## src/rtl/spatz_vrf_wr_arbiter_pkg.sv

```systemverilog
// ============================================================================
// Module   : spatz_vrf_wr_arbiter_pkg
// Brief    : VRF geometry, write-port types and requester indices.
// Revision : 1.0
// ============================================================================
`default_nettype none

package spatz_vrf_wr_arbiter_pkg;

    localparam int NR_VRF_BANKS = 4;
    localparam int NR_ROWS      = 32;
    localparam int VREG_DATA_W  = 32;
    localparam int BANK_W       = $clog2(NR_VRF_BANKS);
    localparam int ROW_W        = $clog2(NR_ROWS);

    typedef logic [BANK_W-1:0] vrf_bank_t;
    // Bank-local row: the full vreg address minus the bank-select bits.
    typedef logic [ROW_W-1:0]  vregfile_addr_t;

    typedef struct packed {
        vrf_bank_t      bank;
        vregfile_addr_t vreg;
    } vreg_addr_t;

    typedef logic [VREG_DATA_W-1:0]   vreg_data_t;
    typedef logic [VREG_DATA_W/8-1:0] vreg_be_t;

    localparam int VFU_VD_WD   = 0;
    localparam int VLSU_VD_WD  = 1;
    localparam int VSLDU_VD_WD = 2;

endpackage

`default_nettype wire

```

## src/rtl/spatz_vrf_wr_arbiter_if.sv

```systemverilog
// ============================================================================
// Module   : spatz_vrf_wr_arbiter_if
// Brief    : Requester write ports and per-bank vregfile write ports.
// Revision : 1.0
// ============================================================================
`default_nettype none

interface spatz_vrf_wr_arbiter_if #(
    parameter int NR_REQ = 3
);
    import spatz_vrf_wr_arbiter_pkg::*;

    vreg_addr_t     [NR_REQ-1:0]       req_waddr_i;
    vreg_data_t     [NR_REQ-1:0]       req_wdata_i;
    vreg_be_t       [NR_REQ-1:0]       req_wbe_i;
    logic           [NR_REQ-1:0]       req_we_i;
    logic           [NR_REQ-1:0]       req_wvalid_o;
    vregfile_addr_t [NR_VRF_BANKS-1:0] bank_waddr_o;
    vreg_data_t     [NR_VRF_BANKS-1:0] bank_wdata_o;
    vreg_be_t       [NR_VRF_BANKS-1:0] bank_wbe_o;
    logic           [NR_VRF_BANKS-1:0] bank_we_o;

    modport master (
        output req_waddr_i, req_wdata_i, req_wbe_i, req_we_i,
        input  req_wvalid_o, bank_waddr_o, bank_wdata_o, bank_wbe_o, bank_we_o
    );

    modport slave (
        input  req_waddr_i, req_wdata_i, req_wbe_i, req_we_i,
        output req_wvalid_o, bank_waddr_o, bank_wdata_o, bank_wbe_o, bank_we_o
    );

endinterface

`default_nettype wire

```

## src/rtl/spatz_vrf_wr_arbiter_age_cnt.sv

```systemverilog
// ============================================================================
// Module   : spatz_vrf_age_cnt
// Brief    : Saturating count of consecutive denied cycles for one requester.
// Revision : 1.0
// ============================================================================
`default_nettype none

module spatz_vrf_age_cnt #(
    parameter int STARV_LIMIT = 4
) (
    input  wire logic clk_i,
    input  wire logic rst_ni,
    input  wire logic req_i,
    input  wire logic gnt_i,
    output logic      urgent_o
);

    localparam int                c_age_w = $clog2(STARV_LIMIT + 1);
    localparam logic [c_age_w-1:0] c_limit = c_age_w'(STARV_LIMIT);

    logic [c_age_w-1:0] r_age;

    // A grant or a withdrawn request both restart the count.
    always_ff @(posedge clk_i or negedge rst_ni) begin
        if (!rst_ni) begin
            r_age <= '0;
        end else if (req_i && !gnt_i) begin
            if (r_age != c_limit) begin
                r_age <= r_age + c_age_w'(1);
            end
        end else begin
            r_age <= '0;
        end
    end

    assign urgent_o = (r_age == c_limit);

endmodule

`default_nettype wire

```

## src/rtl/spatz_vrf_wr_arbiter.sv

```systemverilog
// ============================================================================
// Module   : spatz_vrf_wr_arbiter
// Brief    : Per-bank VRF write arbiter, fixed priority plus age-based urgency.
//            Define SPATZ_VRF_WR_AGING_EN to enable the age counters.
// Revision : 1.0
// ============================================================================
`default_nettype none

module spatz_vrf_wr_arbiter
    import spatz_vrf_wr_arbiter_pkg::*;
#(
    parameter int NR_REQ      = 3,
    parameter int STARV_LIMIT = 4,
    parameter int CNT_WIDTH   = 32
) (
    input  wire logic                 clk_i,
    input  wire logic                 rst_ni,
    spatz_vrf_wr_arbiter_if.slave     bus,
    output logic [NR_REQ-1:0]         urgent_o,
    output logic [CNT_WIDTH-1:0]      conflict_cnt_o
);

    if (STARV_LIMIT < 1) begin : g_starv_limit_check
        $error("STARV_LIMIT must be at least 1");
    end

    logic [NR_REQ-1:0]    w_urgent;
    logic [NR_REQ-1:0]    w_wvalid;
    logic [NR_REQ-1:0]    w_denied;
    logic [NR_REQ-1:0]    w_bank_gnt [NR_VRF_BANKS];
    logic [CNT_WIDTH-1:0] r_conflict_cnt;

    for (genvar b = 0; b < NR_VRF_BANKS; b++) begin : g_bank
        logic [NR_REQ-1:0] w_cand;
        logic [NR_REQ-1:0] w_sel;

        for (genvar i = 0; i < NR_REQ; i++) begin : g_cand
            assign w_cand[i] = bus.req_we_i[i] &&
                               (bus.req_waddr_i[i].bank == vrf_bank_t'(b));
        end

        // Urgent candidates shadow the rest; lowest index wins within the chosen set.
        assign w_sel         = (|(w_cand & w_urgent)) ? (w_cand & w_urgent) : w_cand;
        assign w_bank_gnt[b] = w_sel & (~w_sel + NR_REQ'(1));
    end

    always_comb begin
        w_wvalid         = '0;
        bus.bank_we_o    = '0;
        bus.bank_waddr_o = '0;
        bus.bank_wdata_o = '0;
        bus.bank_wbe_o   = '0;
        for (int b = 0; b < NR_VRF_BANKS; b++) begin
            w_wvalid = w_wvalid | w_bank_gnt[b];
            for (int i = 0; i < NR_REQ; i++) begin
                if (w_bank_gnt[b][i]) begin
                    bus.bank_we_o[b]    = 1'b1;
                    bus.bank_waddr_o[b] = bus.req_waddr_i[i].vreg;
                    bus.bank_wdata_o[b] = bus.req_wdata_i[i];
                    bus.bank_wbe_o[b]   = bus.req_wbe_i[i];
                end
            end
        end
    end

    assign bus.req_wvalid_o = w_wvalid;
    assign w_denied         = bus.req_we_i & ~w_wvalid;

`ifdef SPATZ_VRF_WR_AGING_EN
    for (genvar i = 0; i < NR_REQ; i++) begin : g_age
        spatz_vrf_age_cnt #(
            .STARV_LIMIT (STARV_LIMIT)
        ) u_age_cnt (
            .clk_i    (clk_i),
            .rst_ni   (rst_ni),
            .req_i    (bus.req_we_i[i]),
            .gnt_i    (w_wvalid[i]),
            .urgent_o (w_urgent[i])
        );
    end
`else
    assign w_urgent = '0;
`endif

    assign urgent_o = w_urgent;

    always_ff @(posedge clk_i or negedge rst_ni) begin
        if (!rst_ni) begin
            r_conflict_cnt <= '0;
        end else if (|w_denied) begin
            r_conflict_cnt <= r_conflict_cnt + CNT_WIDTH'(1);
        end
    end

    assign conflict_cnt_o = r_conflict_cnt;

endmodule

`default_nettype wire

```

## src/flat_wrapper.sv

```systemverilog
// flat-port wrapper written by rule: the top's interface ports become plain ports
module spatz_vrf_wr_arbiter_flat import spatz_vrf_wr_arbiter_pkg::*;
#(
    parameter int NR_REQ      = 3,
    parameter int STARV_LIMIT = 4,
    parameter int CNT_WIDTH   = 32
)
  (clk_i, rst_ni, urgent_o, conflict_cnt_o, bus_req_waddr_i, bus_req_wdata_i, bus_req_wbe_i, bus_req_we_i, bus_req_wvalid_o, bus_bank_waddr_o, bus_bank_wdata_o, bus_bank_wbe_o, bus_bank_we_o);
  spatz_vrf_wr_arbiter_if #(.NR_REQ(NR_REQ)) bus_i ();
  input  wire logic clk_i;
  input  wire logic rst_ni;
  output logic [NR_REQ-1:0] urgent_o;
  output logic [CNT_WIDTH-1:0] conflict_cnt_o;
  input wire logic [$bits(bus_i.req_waddr_i)-1:0] bus_req_waddr_i;
  input wire logic [$bits(bus_i.req_wdata_i)-1:0] bus_req_wdata_i;
  input wire logic [$bits(bus_i.req_wbe_i)-1:0] bus_req_wbe_i;
  input wire logic [$bits(bus_i.req_we_i)-1:0] bus_req_we_i;
  output wire logic [$bits(bus_i.req_wvalid_o)-1:0] bus_req_wvalid_o;
  output wire logic [$bits(bus_i.bank_waddr_o)-1:0] bus_bank_waddr_o;
  output wire logic [$bits(bus_i.bank_wdata_o)-1:0] bus_bank_wdata_o;
  output wire logic [$bits(bus_i.bank_wbe_o)-1:0] bus_bank_wbe_o;
  output wire logic [$bits(bus_i.bank_we_o)-1:0] bus_bank_we_o;
  assign bus_i.req_waddr_i = bus_req_waddr_i;
  assign bus_i.req_wdata_i = bus_req_wdata_i;
  assign bus_i.req_wbe_i = bus_req_wbe_i;
  assign bus_i.req_we_i = bus_req_we_i;
  assign bus_req_wvalid_o = bus_i.req_wvalid_o;
  assign bus_bank_waddr_o = bus_i.bank_waddr_o;
  assign bus_bank_wdata_o = bus_i.bank_wdata_o;
  assign bus_bank_wbe_o = bus_i.bank_wbe_o;
  assign bus_bank_we_o = bus_i.bank_we_o;
  spatz_vrf_wr_arbiter #(.NR_REQ(NR_REQ), .STARV_LIMIT(STARV_LIMIT), .CNT_WIDTH(CNT_WIDTH)) u_core (.clk_i(clk_i), .rst_ni(rst_ni), .bus(bus_i), .urgent_o(urgent_o), .conflict_cnt_o(conflict_cnt_o));
endmodule
```

## config.mk

```make
export PLATFORM = sky130hd
export DESIGN_NAME = spatz_vrf_wr_arbiter_flat
export DESIGN_NICKNAME = d
export VERILOG_FILES = /design/src/rtl/spatz_vrf_wr_arbiter_pkg.sv /design/src/rtl/spatz_vrf_wr_arbiter_if.sv /design/src/rtl/spatz_vrf_wr_arbiter_age_cnt.sv /design/src/rtl/spatz_vrf_wr_arbiter.sv /design/src/flat_wrapper.sv
export SDC_FILE = /design/constraint.sdc
export NUM_CORES = 1
export LEC_CHECK = 0
export CELL_PAD_IN_SITES_DETAIL_PLACEMENT = 1
export CELL_PAD_IN_SITES_GLOBAL_PLACEMENT = 2
export CORE_MARGIN = 2
export CORE_UTILIZATION = 19
export DETAILED_ROUTE_END_ITERATION = 10
export GPL_ROUTABILITY_DRIVEN = 0
export PLACE_DENSITY_LB_ADDON = 0.1
export SLEW_MARGIN = 20
export SYNTH_ARGS = -nofsm -noshare
export SYNTH_HDL_FRONTEND = slang
export SYNTH_SLANG_ARGS = --single-unit
```

## constraint.sdc

```tcl
create_clock -name clk_i -period 5.4 [get_ports clk_i]
set_clock_uncertainty 0.1 [all_clocks]
set_input_delay 1.35 -clock clk_i [delete_from_list [all_inputs] [get_ports clk_i]]
set_output_delay 1.35 -clock clk_i [all_outputs]
set_load 0.02 [all_outputs]
```

==> run_results.csv, run 1 <==
group,metric,value,unit
outcome,status,"completed",
critical_path,critPathCaptureType,"primary output",
floorplan,fp.dieH,171,um
worst_hold_path,hold_end,"u_core.conflict_cnt_o[31]",
timing,setup_tns,0,ns
power,power_switching,960,uW
power,p_comb_share,65.3,%
logic_synthesis,synth_top_family_by_area,"compound AO/OA/AOI/OAI gates",
cts,cts_root_buf,"clkbuf_16",
critical_path,path_max_fanout,29,
critical_path,startpoint_type,"input pin",
timing,fmax,192,MHz
timing,finalHoldViolCount,0,
critical_path,reg2reg_to,"u_core.conflict_cnt_o[29]",
cts,clock_sinks,32,
logic_synthesis,ys.flop_type,"dfrtp_1",
critical_path,cp_data_required_time,3.95,ns
logic_synthesis,yosys_warnings,0,
floorplan,ios,340,
floorplan,row_count,61,
cts,post_cts_buffers,0,
routing,vias_per_cell,5.29,
logic_synthesis,synth_fa_ha_area_share,0.236,%
power,power_leakage,0.00316,uW
layout,largest_reg_flops,32,
routing,drtAntennaViolNets,0,
floorplan,core,27600,um2
timing,hold_ws,0.380,ns
logic_synthesis,syn_inst,854,
logic_synthesis,ys_ff_latch,32,
layout,final_cell_mix,"clkdlybuf4s50_1, nand2_1, o21ai_0",
floorplan,start_util,19.2,%
timing,relSlewSlack,42.3,%
logic_synthesis,synthSimpleGateAreaFrac,30.2,%
place,place_hpwl,24800,um
layout,area_growth,77.4,%
power,clockPowerShare,14.5,%
timing,slew_violations,0,
critical_path,reg2reg_setup_slack,2.26,ns
routing,wire_per_inst,22.7,um
cts,cts_tree,"done",
logic_synthesis,synthArstFlopShare,100,%
global_routing,grt_pass1_wl,52300,um
cts,max-clock-path-buffers,2,
global_routing,grt_max_degree,64,
critical_path,arrival,3.76,ns
cts,postCtsHoldBufs,0,
timing,timing.final.crit_period,5.21,ns
run,max_cap_violations,0,
layout,design_area,9420,um2
routing,drt_wl_total,34600,um
power,swShare,47.8,%
power,p_seq_share,20.2,%
critical_path,r2r_start,"u_core.conflict_cnt_o[5]",
logic_synthesis,synth-compound-area-share,43.1,%
critical_path,crit_type,"in2out",
logic_synthesis,synth_area_per_cell,6.22,um2
layout,layout.cells.most_common,"clkdlybuf4s50_1",
cts,clk-insertion-delay-late,0.28,ns
cts,path_clk_slew,0.05,ns
logic_synthesis,seq_area_frac_synth,15.1,%
worst_hold_path,min_from,"u_core.conflict_cnt_o[31]",
global_routing,grt_antenna_before_repair,6,
logic_synthesis,netlist_area,5310,um2
global_routing,track_usage,23.1,%
global_routing,overflow,0,
critical_path,reg2reg_depth,5,
cts,ctsResizeCount,0,
floorplan,die_x,171,um
logic_synthesis,synth-xor-area-share,3.30,%
power,power.internal,1050,uW
place,postPlaceCellArea,9260,um2
layout,drive_above_1_share,5.79,%
power,irDropWorstVdd,0.140,mV
cts,cts_max_level,2,
routing,drtPass1Iterations,7,
layout,final_nets,1274,
routing,drtIter0Drc,477,
logic_synthesis,synth_edf_count,0,
timing,worst_pin_slew,0.863,ns
logic_synthesis,ys_types,52,
timing,grt_setup_unrepaired,"no",
worst_hold_path,hp-class,"reg2reg",
logic_synthesis,muxShareOfSynthArea,0.401,%
worst_hold_path,min_delay_path_depth,1,
timing,fin_crit_sh,96.5,%
routing,vias,8068,
timing,finalSetupViolations,0,
cts,cts_made_buffers,5,
power,total_power,2010,uW
power,power_density,213,nW/um2
global_routing,grt_pass1_vias,8492,
place,port_buffers,336,
routing,drc,0,
floorplan,dieArea,29300,um2
critical path: stages:
cell,delay (ns)
clkdlybuf4s50_1,0.61
and3b_2,0.38
nor2_4,0.18
buf_12,0.23
a22oi_1,0.09
o21ai_0,0.24
clkdlybuf4s50_1,0.68
cell usage after synthesis (all sizes together) (2+ instances only):
cell	count	share of area (%)
a32oi	5	0.82
nor3b	3	0.52
o21ai	129	12
dfrtp	32	15
and3b	4	0.66
nor2	100	7.1
o311ai	2	0.33
xnor2	17	2.8
xor2	3	0.49
and4	4	0.66
a221oi	41	6.8
a31oi	6	0.71
a21oi	7	0.66
o211ai	8	1.1
a211oi	2	0.28
nor3	16	1.5
buf	6	0.68
clkbuf	92	6.5
nand3	24	2.3
nor4	18	2.1
nand3b	2	0.28
inv	5	0.35
and3	9	1.1
a21boi	4	0.57
or4	6	0.85
nand2	148	10
nor2b	2	0.24
or2	2	0.24
nand4	8	0.94
and2	2	0.24
or3b	5	0.82
o32ai	2	0.33
a22oi	126	18
logic make-up (layout without fill, tap and decap cells):
group | count (synthesis) | count (layout)
XOR/XNOR | 20 | 20
AND/OR/NAND/NOR | 355 | 355
AO/OA/AOI/OAI | 339 | 339
other | 1 | 9
flip-flops | 32 | 32
multiplexers | 2 | 2
adder cells (fa/ha/maj) | 1 | 1
buffers and inverters | 104 | 388
worst max-delay path by stage:
stage / start / to / slack [ns] / cells past startpoint
after global placement: bus_req_waddr_i[13] / bus_bank_wdata_o[55] / 0.22 / 7
final: bus_req_waddr_i[13] / bus_bank_wdata_o[53] / 0.19 / 7
after global routing: bus_req_waddr_i[12] / bus_bank_wdata_o[53] / 0.08 / 6
after detailed placement: bus_req_waddr_i[13] / bus_bank_waddr_o[9] / 0.20 / 7
after CTS: bus_req_waddr_i[13] / bus_bank_waddr_o[9] / 0.19 / 7
after floorplan: bus_req_waddr_i[20] / bus_bank_waddr_o[0] / 1.11 / 5
power by group through the flow:
stage | logic [uW] | clock network [uW] | registers [uW]
4_1_cts | 1320 | 300 | 406
3_3_place_gp | 1310 | 0 | 408
5_1_grt | 1430 | 306 | 424
3_5_place_dp | 1310 | 0 | 409
2_1_floorplan | 623 | 0 | 442
6_report | 1310 | 291 | 406
metal layers:
metal | up-vias | global-route usage, % | routed length (um)
li1 | 3784 | - | -
met1 | 4000 | 27.0 | 14100
met2 | 234 | 40.4 | 17100
met3 | 48 | 6.37 | 2380
met4 | 2 | 7.89 | 982
met5 | - | 0 | 16
final cells by class:
type,instances,area (um2)
Multi-Input combinational cell,720,4160
Clock buffer,8,146
Tap cell,378,473
Timing Repair Buffer,374,3800
Fill cell,3418,18200
Sequential cell,32,801
Antenna cell,6,15.0
Inverter,6,22.5
through the flow:
step	cells	setup WS (ns)	utilization, %
floorplan	856	1.11	-
global placement	1510	0.221	33.5
detailed placement	1510	0.199	33.5
CTS	1518	0.191	34.0
global route	1520	0.0803	34.1
finish	1524	0.191	34.1
Power figures use the tool's default switching activity.
==> run 2, diff against run 1 <==
Settings changed: CORE_UTILIZATION 19 to 18.
Clock period 5.4 ns to 5.6 ns, I/O delays scaled along.
==> run 2 against run 1 <==
  * Critical path type unchanged
  * Combinational power fell by 3%
  * Global-route usage fell by 0.41 points
  * Highest routed layer unchanged
  * Hold slack got worse by 0.0085 ns
  * Routed wire length rose by 4.1%
  * Largest cell class unchanged
  * Total power fell by 3.4%
==> run_results.csv, run 2 (synthesis gave the netlist of run 1 again) <==
group,metric,value,unit
cts,cts_max_level,2,
cts,clk-insertion-delay-late,0.29,ns
routing,drtIter0Drc,390,
power,power_switching,931,uW
critical_path,arrival,3.80,ns
timing,setup_tns,0,ns
routing,dr_wl_met2,17800,um
routing,vias_per_cell,5.22,
worst_hold_path,min_from,"u_core.conflict_cnt_o[31]",
global_routing,grt_pass1_vias,8295,
cts,post_cts_buffers,0,
floorplan,fp.dieH,176,um
worst_hold_path,hold_end,"u_core.conflict_cnt_o[31]",
critical_path,startpoint_type,"input pin",
timing,relSlewSlack,39.4,%
critical_path,reg2reg_setup_slack,2.65,ns
floorplan,ios,340,
power,power_leakage,0.00316,uW
routing,vias,7971,
routing,wire_per_inst,23.6,um
routing,met3WireLength,2310,um
worst_hold_path,min_delay_path_depth,1,
global_routing,grt_pass1_wl,53900,um
critical_path,crit_type,"in2out",
layout,fin_util,32.5,%
critical_path,path_max_fanout,10,
cts,path_clk_slew,0.05,ns
routing,m1WireLength,15400,um
floorplan,core,28900,um2
place,postPlaceCellArea,9240,um2
run,max_cap_violations,0,
timing,grt_setup_unrepaired,"no",
timing,finalHoldViolCount,0,
timing,fmax,189,MHz
timing,timing.final.crit_period,5.30,ns
floorplan,dieArea,30900,um2
critical_path,critPathCaptureType,"primary output",
routing,drtPass1Iterations,5,
floorplan,start_util,18.4,%
power,p_comb_share,65.2,%
timing,finalSetupViolations,0,
power,p_seq_share,20.3,%
power,clockPowerShare,14.5,%
power,swShare,48.0,%
floorplan,die_x,176,um
cts,clock_sinks,32,
place,place_hpwl,26800,um
layout,area_growth,76.9,%
cts,ctsResizeCount,0,
power,power.internal,1010,uW
timing,fin_crit_sh,94.6,%
layout,final_nets,1276,
global_routing,grt_antenna_before_repair,4,
place,port_buffers,336,
routing,drtAntennaViolNets,0,
layout,drive_above_1_share,5.95,%
cts,cts_tree,"done",
timing,worst_pin_slew,0.905,ns
floorplan,row_count,62,
critical_path,cp_data_required_time,4.10,ns
critical_path,r2r_start,"u_core.conflict_cnt_o[5]",
critical_path,reg2reg_to,"u_core.conflict_cnt_o[31]",
global_routing,track_usage,22.6,%
cts,postCtsHoldBufs,0,
layout,layout.cells.most_common,"clkdlybuf4s50_1",
cts,cts_made_buffers,5,
layout,design_area,9390,um2
cts,max-clock-path-buffers,2,
global_routing,grt_max_degree,43,
timing,slew_violations,0,
layout,largest_reg_flops,32,
outcome,status,"completed",
worst_hold_path,hp-class,"reg2reg",
routing,top_layer_used,"met5",
global_routing,overflow,0,
routing,drt_wl_total,36000,um
cts,cts_root_buf,"clkbuf_16",
routing,drc,0,
power,irDropWorstVdd,0.123,mV
power,power_density,207,nW/um2
critical_path,reg2reg_depth,6,
layout,final_cell_mix,"clkdlybuf4s50_1, nand2_1, o21ai_0",
## run 2: cell types whose count changed in the layout (fill, tap and decap cells not counted), sizes merged
| cell | before | now |
|---|---|---|
| diode | 6 | 2 |
| buf | 38 | 40 |
## run 2: metrics by stage
stage / setup slack (ns) / cells / power (uW) / hold WS [ns]
6_report: 0.304 / 1528 / 1940 / 0.372
5_1_grt: 0.207 / 1528 / 2080 / 0.391
4_1_cts: 0.267 / 1526 / 1960 / 0.383
3_5_place_dp: 0.268 / 1518 / 1670 / 0.372
3_3_place_gp: 0.303 / 1518 / 1670 / 0.362
2_1_floorplan: 1.21 / 856 / 1030 / 0.483
## run 2: worst max path at each step
stage	start	end	slack [ns]
2_1_floorplan	bus_req_waddr_i[20]	bus_bank_waddr_o[0]	1.21
3_3_place_gp	bus_req_we_i[2]	bus_bank_wdata_o[25]	0.30
3_5_place_dp	bus_req_we_i[0]	bus_req_wvalid_o[2]	0.27
4_1_cts	bus_req_we_i[0]	bus_req_wvalid_o[2]	0.27
5_1_grt	bus_req_we_i[0]	bus_req_wvalid_o[2]	0.21
6_report	bus_req_we_i[0]	bus_req_wvalid_o[2]	0.30
## run 2: power groups by stage
stage,combinational [uW],sequential [uW],clock (uW)
final,1270,394,281
after floorplan,601,426,0
after global routing,1370,409,297
after detailed placement,1270,397,0
after global placement,1270,396,0
after CTS,1280,394,292
## run 2: area by class of cell
class,count,area (um2)
Antenna cell,2,5.00
Clock buffer,8,146
Fill cell,3542,19500
Inverter,6,22.5
Multi-Input combinational cell,720,4160
Sequential cell,32,801
Tap cell,384,480
Timing Repair Buffer,376,3780
## run 2: worst max-delay path: stages
cell	delay, ns
clkdlybuf4s50_1	0.62
or3b_2	0.65
a2111oi_4	0.47
inv_2	0.09
clkdlybuf4s50_1	0.55
## run 2: per-layer routing
metal | track usage, % | vias up
li1 | - | 3786
met3 | 5.84 | 27
met1 | 28.0 | 3930
met5 | 0 | -
met2 | 39.8 | 224
met4 | 4.34 | 4
